## src/rtl/buffer_reader.sv

```systemverilog
// Read-side initiator for the buffer FIFO: runs the re/r_ack four-phase handshake,
// holds one captured word for a valid/ready consumer and flags stalled handshakes.
module buffer_reader #(
  parameter int unsigned DATA_L = 16,
  parameter int unsigned TO_L   = 8,
  parameter int unsigned CNT_L  = 16
) (
  input  logic              clk_i,
  input  logic              rst_ni,
  input  logic              enable_i,
  input  logic              buf_avail_i,
  output logic              buf_re_o,
  input  logic              buf_r_ack_i,
  input  logic [DATA_L-1:0] buf_dout_i,
  output logic              out_valid_o,
  input  logic              out_ready_i,
  output logic [DATA_L-1:0] out_data_o,
  output logic [CNT_L-1:0]  rd_count_o,
  output logic              timeout_err_o,
  input  logic              err_clr_i
);

  localparam logic [1:0] StIdle = 2'd0;
  localparam logic [1:0] StReq  = 2'd1;
  localparam logic [1:0] StDrop = 2'd2;

  localparam logic [TO_L-1:0]  ToLimit = {TO_L{1'b1}};
  localparam logic [TO_L-1:0]  ToOne   = TO_L'(1);
  localparam logic [CNT_L-1:0] CntOne  = CNT_L'(1);

  logic              avail_meta_q, avail_s_q;
  logic              ack_meta_q, ack_s_q;
  logic [1:0]        state_q, state_d;
  logic              re_q, re_d;
  logic [TO_L-1:0]   to_q, to_d, to_inc;
  logic              valid_q, valid_d;
  logic [DATA_L-1:0] data_q, data_d;
  logic [CNT_L-1:0]  cnt_q, cnt_d;
  logic              err_q, err_d;
  logic              timeout;

  assign to_inc = to_q + ToOne;

  always_comb begin
    state_d = state_q;
    re_d    = re_q;
    to_d    = to_q;
    valid_d = valid_q;
    data_d  = data_q;
    cnt_d   = cnt_q;
    timeout = 1'b0;

    // A capture only happens in StReq, which is never entered with a word held,
    // so acceptance and capture cannot collide.
    if (valid_q && out_ready_i) begin
      valid_d = 1'b0;
      cnt_d   = cnt_q + CntOne;
    end

    case (state_q)
      StIdle: begin
        re_d = 1'b0;
        to_d = '0;
        if (enable_i && avail_s_q && !ack_s_q && !valid_q) begin
          state_d = StReq;
          re_d    = 1'b1;
        end
      end
      StReq: begin
        if (ack_s_q) begin
          data_d  = buf_dout_i;
          valid_d = 1'b1;
          re_d    = 1'b0;
          state_d = StDrop;
          to_d    = '0;
        end else if (to_inc == ToLimit) begin
          timeout = 1'b1;
          re_d    = 1'b0;
          state_d = StDrop;
          to_d    = '0;
        end else begin
          to_d = to_inc;
        end
      end
      StDrop: begin
        re_d = 1'b0;
        if (!ack_s_q) begin
          state_d = StIdle;
          to_d    = '0;
        end else if (to_q != ToLimit) begin
          // Saturate at the limit so a stuck ack flags once, not every wrap.
          to_d = to_inc;
          if (to_inc == ToLimit) timeout = 1'b1;
        end
      end
      default: begin
        state_d = StIdle;
        re_d    = 1'b0;
        to_d    = '0;
      end
    endcase

    if (timeout)        err_d = 1'b1;
    else if (err_clr_i) err_d = 1'b0;
    else                err_d = err_q;
  end

  always_ff @(posedge clk_i or negedge rst_ni) begin
    if (!rst_ni) begin
      avail_meta_q <= 1'b0;
      avail_s_q    <= 1'b0;
      ack_meta_q   <= 1'b0;
      ack_s_q      <= 1'b0;
      state_q      <= StIdle;
      re_q         <= 1'b0;
      to_q         <= '0;
      valid_q      <= 1'b0;
      data_q       <= '0;
      cnt_q        <= '0;
      err_q        <= 1'b0;
    end else begin
      avail_meta_q <= buf_avail_i;
      avail_s_q    <= avail_meta_q;
      ack_meta_q   <= buf_r_ack_i;
      ack_s_q      <= ack_meta_q;
      state_q      <= state_d;
      re_q         <= re_d;
      to_q         <= to_d;
      valid_q      <= valid_d;
      data_q       <= data_d;
      cnt_q        <= cnt_d;
      err_q        <= err_d;
    end
  end

  assign buf_re_o      = re_q;
  assign out_valid_o   = valid_q;
  assign out_data_o    = data_q;
  assign rd_count_o    = cnt_q;
  assign timeout_err_o = err_q;

endmodule

```

## config.mk

```make
export PLATFORM = sky130hd
export DESIGN_NAME = buffer_reader
export DESIGN_NICKNAME = d
export VERILOG_FILES = /design/src/rtl/buffer_reader.sv
export SDC_FILE = /design/constraint.sdc
export NUM_CORES = 1
export LEC_CHECK = 0
export BUFFER_PORTS_ARGS = -buffer_cell sky130_fd_sc_hd__buf_2
export CORE_MARGIN = 5
export CORE_UTILIZATION = 46
export DETAILED_ROUTE_END_ITERATION = 8
export PLACE_DENSITY = 0.81
export SYNTH_ARGS = -nofsm -noshare
export SYNTH_HDL_FRONTEND = slang
export SYNTH_SLANG_ARGS = --single-unit
```

## constraint.sdc

```tcl
create_clock -name clk_i -period 2.35 [get_ports clk_i]
set_input_delay 0.235 -clock clk_i [delete_from_list [all_inputs] [get_ports clk_i]]
set_output_delay 0.235 -clock clk_i [all_outputs]
set_load 0.05 [all_outputs]
```

# Word-level counts from Yosys, hierarchy flattened
# Cells that the tools add are included.
# W data, S select, Z words.
[totals] ff_bits=49 input_bits=23 output_inout_bits=35
[op_classes] n_addsub=2 n_eq_ne=8 muxes=24 n_reduce_logical=10
[op_table] operator="$mux W8" count=4
[op_table] operator="$add A16 B1 Y16 const B" count=1
[op_table] operator="$pmux W8 S2" count=1
[op_table] operator="$mux W1" count=12
[op_table] operator="$add A8 B1 Y8 const B" count=1
[op_table] operator="$eq A8 B8 Y1 const B" count=1
[op_table] operator="$mux W2" count=4
[op_table] operator="$ne A8 B8 Y1 const B" count=1
[op_table] operator="$ne A3 B3 Y1 const B" count=2
[op_table] operator="$pmux W2 S3" count=1
[op_table] operator="$logic_and A1 B1 Y1" count=4
[op_table] operator="$ne A2 B2 Y1 const B" count=2
[op_table] operator="$pmux W1 S2" count=2
[op_table] operator="$reduce_and A3 Y1" count=1
[op_table] operator="$eq A2 B1 Y1 const B" count=1
[op_table] operator="$eq A2 B2 Y1 const B" count=1
[op_table] operator="$logic_not A1 Y1" count=2
[op_table] operator="$logic_not A2 Y1" count=1
[op_table] operator="$reduce_and A2 Y1" count=1
[op_table] operator="$reduce_bool A2 Y1" count=1

# Logic depth before layout (Yosys ltp)
[logic_depth] ltp_word=7 mapped_depth=8

# Worst setup path before layout
# OpenSTA, ideal clock, no wires.
[synth_path] path_kind="register to register" startpoint="register to_q[0]" endpoint="register to_q[6]" arrival_time_ns=2.087 required_time_ns=2.243 path_slack_ns=0.156 stages_incl_launch_ff=8 n_path_buf=1 cell_sequence="dfrtp_1 -> ha_1 -> buf_6 -> and4_4 -> a32o_1 -> o32ai_2 -> o31ai_4 -> a2111oi_4"
[synth_between] elab_chain_cells=5
[synth_lines] element="start: declaration" line_no="35" text="logic [TO_L-1:0] to_q, to_d, to_inc;"
[synth_lines] element="start signal: assignment" line_no="128" text="to_q <= to_d;"
[synth_lines] element="$add A8 B1 Y8" line_no="42" text="assign to_inc = to_q + ToOne;"
[synth_lines] element="$eq A8 B8 Y1" line_no="76" text="end else if (to_inc == ToLimit) begin"
[synth_lines] element="$mux W8" line_no="76"
[synth_lines] element="$mux W8" line_no="70" text="if (ack_s_q) begin"
[synth_lines] element="$pmux W8 S2" line_no="60" text="case (state_q)"
# Parallel ways exist; a longest one is shown, timed or not. The select of a mux whose other input is x is not followed.
# A chain may end at the register's enable or synchronous reset.

# Worst setup path in the final report
[layout_path] startpoint="register to_q[1]" endpoint="register to_q[6]"
# The elaborated chain is that of the path after synthesis.

==> flow_metrics.py <==
metrics = {
    "status": {
        "status": "complete, no violations",
    },
    "sta": {
        "fin_worst_skew_ns": 0.00381,
        "slew_violations": 0,
        "fin_crit_ns": 2.18,
        "worst_slew_pin_slew_ns": 0.521,
        "fmax_mhz": 458,
        "finalSetupTns_ns": 0,
        "post-route-period-util": 0.929,
        "max_slew_margin": 0.653,
        "setup_viol": 0,
        "hold_viol": 0,
        "whs_ns": 0.0378,
        "rsz0062_at_grt": "no",
    },
    "synthesis": {
        "synth.yosys.seq_area_share": 0.521,
        "synth_top_area_frac": 0.521,
        "synth.distinct_cells": 46,
        "avgSynthCellArea_um2": 11.6,
        "synth_common_cells": "dfrtp_1, mux2_2, nand2_1",
        "syn_inst": 202,
        "synth_nets": 231,
        "yosys_warnings": 0,
        "synth_most_common_cell": "dfrtp_1",
        "syn_area_um2": 2350,
        "ys.flop_type": "dfrtp_1",
        "synth_area_leaders": "dfrtp_1, mux2_2, xnor2_1",
        "synth-edff-count": 0,
        "ys_ff_latch": 49,
        "synthArstFlopShare": 1.00,
        "yosysTopAreaCell": "dfrtp_1",
    },
    "setup_path": {
        "required_ns": 2.55,
        "r2r-start": "to_q[1]$_DFFE_PN0P_",
        "crit_start": "to_q[1]$_DFFE_PN0P_",
        "path_class": "reg -> reg",
        "end_kind": "flip-flop",
        "worstPathMaxFanout": 9,
        "start_kind": "flip-flop",
        "crit_arrival_ns": 2.38,
    },
    "power_and_ir_drop": {
        "p_leak_nw": 1.31,
        "p_total_mw": 3.06,
        "power_density_nw_per_um2": 1080,
        "peakVddDrop_mv": 1.00,
    },
    "drt": {
        "drtIter0Drc": 69,
        "routed_wl_um": 4670,
        "vias": 1754,
        "via_per_inst": 5.19,
        "drtAntennaViolNets": 0,
        "first_pass_iters": 4,
        "drcViolationCount": 0,
        "wl_per_cell_um": 13.8,
    },
    "die": {
        "die_w_um": 81.5,
        "io_pins": 58,
        "die_area_um2": 6640,
        "rows": 26,
        "start_util": 0.467,
        "core_area_um2": 5040,
        "die_height_um": 81.5,
    },
    "global_routing": {
        "antenna_found_initial": 0,
        "overflow": 0,
        "track_usage": 0.152,
        "grt_max_degree": 23,
        "grt_pass1_vias": 1768,
        "grt_pass1_wl_um": 7890,
    },
    "final_layout": {
        "area_growth_pct": 20.5,
        "nets": 296,
        "drive_gt1_frac": 0.366,
        "diodes": 0,
    },
    "min_path": {
        "hp-start": "buf_r_ack_i",
        "hold_path_class": "in -> reg",
    },
    "placement": {
        "portBuffers": 57,
        "gp_congestion": 0.822,
        "dp_hpwl_um": 3560,
    },
    "clocking": {
        "cts_tree": "done",
        "cts_buffers": 5,
        "cts.reportedPaths.clkPinSlew_ns": 0.08,
        "numClockSinks": 49,
        "clockBufferDepth": 2,
        "root_buffer": "clkbuf_8",
        "worst_skew_pair.late_latency_ns": 0.30,
        "htree_num_levels": 2,
    },
    "run": {
        "drv_cap": 0,
    },
}
==> critical path: stages, from the launching register on <==
cell       delay, ns
dfrtp_1         0.45
ha_1            0.23
and4_4          0.21
a32o_1          0.29
o32ai_4         0.38
o31ai_4         0.17
a2111oi_4       0.36
==> cells by family (layout without fill, tap and decap cells) <==
kind of cell | Yosys count | after routing | synth area share
muxes | 21 | 21 | 0.0989
buffers and inverters | 15 | 81 | 0.0340
and+or+nand+nor | 58 | 58 | 0.131
xor gates and xnor gates | 18 | 18 | 0.0670
adders and majority gates | 6 | 6 | 0.0319
AOI/OAI and AO/OA | 35 | 35 | 0.115
DFF | 49 | 49 | 0.521
==> per-stage QoR <==
stage | setup slack (ns) | std cells | utilization | instance area, um^2
floorplan | 0.156 | 202 | - | 2350
global placement | 0.216 | 329 | 0.540 | 2720
detailed placement | 0.106 | 329 | 0.540 | 2720
CTS | 0.0951 | 338 | 0.559 | 2820
global route | 0.0360 | 338 | 0.562 | 2830
finish | 0.167 | 338 | 0.562 | 2830
==> final cells by class <==
cell class	instances	area (um^2)
clock inverters	1	7.51
inverters	9	33.8
clock buffers	7	76.3
well taps	70	87.6
repair buffers	64	340
fillers	423	2210
flip-flops and latches	49	1230
multi-input cells	138	1060
==> where the power goes <==
| part | internal [mW] | total (mW) | switching (mW) |
|---|---|---|---|
| Sequential | 1.05 | 1.19 | 0.143 |
| Clock | 0.211 | 0.471 | 0.260 |
| Combinational | 0.401 | 1.40 | 0.999 |
| Total | 1.66 | 3.06 | 1.40 |
==> routing by layer <==
metal | vias up | track usage | wire (um) | share of wire
li1 | 856 | - | - | -
met1 | 835 | 0.188 | 1990 | 0.43
met2 | 52 | 0.249 | 2300 | 0.49
met3 | 11 | 0.0471 | 293 | 0.063
met4 | 0 | 0.0591 | 93 | 0.020
met5 | - | 0 | 0 | 0
==> flip-flops by register name, summed over array words and instances, names as in the netlist <==
signal,count
timeout_err_o,1
state_q,2
to_q,8
out_valid_o,1
ack_meta_q,1
buf_re_o,1
rd_count_o,16
out_data_o,16
avail_meta_q,1
ack_s_q,1
avail_s_q,1
==> cells in the final DEF, fill, tap and decap left out, types with 2 or more instances in the layout <==
cell	n
clkbuf_8	5
and3_1	2
o311ai_0	3
nor4_1	2
buf_4	6
nand3_1	6
o21ai_0	5
xnor2_1	11
mux2_2	18
and2b_1	2
nor2_1	12
inv_1	9
clkbuf_1	2
nor3_1	2
nand2_1	17
nand4_1	6
ha_1	6
mux2i_1	3
o22ai_1	2
dfrtp_1	49
xor2_1	7
buf_2	57
a21oi_1	12
==> final timing paths <==
check / slack (ns) / cells past startpoint / endpoint
max in group asynchronous: 1.34 / 3 / rd_count_o[8]$_DFFE_PN0P_
setup / recovery: 0.17 / 6 / to_q[6]$_DFFE_PN0P_
hold reg to reg: 0.36 / 0 / ack_s_q$_DFF_PN0_
hold / removal: 0.04 / 1 / ack_meta_q$_DFF_PN0_
min in group asynchronous: 0.44 / 2 / timeout_err_o$_DFFE_PN0P_
setup reg to reg: 0.17 / 6 / to_q[6]$_DFFE_PN0P_
==> what timing repair did <==
item | in CTS | in global routing
hold buffers | 1 | 0
buffers inserted | 0 | 0
setup endpoints to repair | 0 | 1
hold endpoints to repair | 20 | 0
resized for setup | 0 | 2
Note: power is estimated with default switching activity, not from simulation.
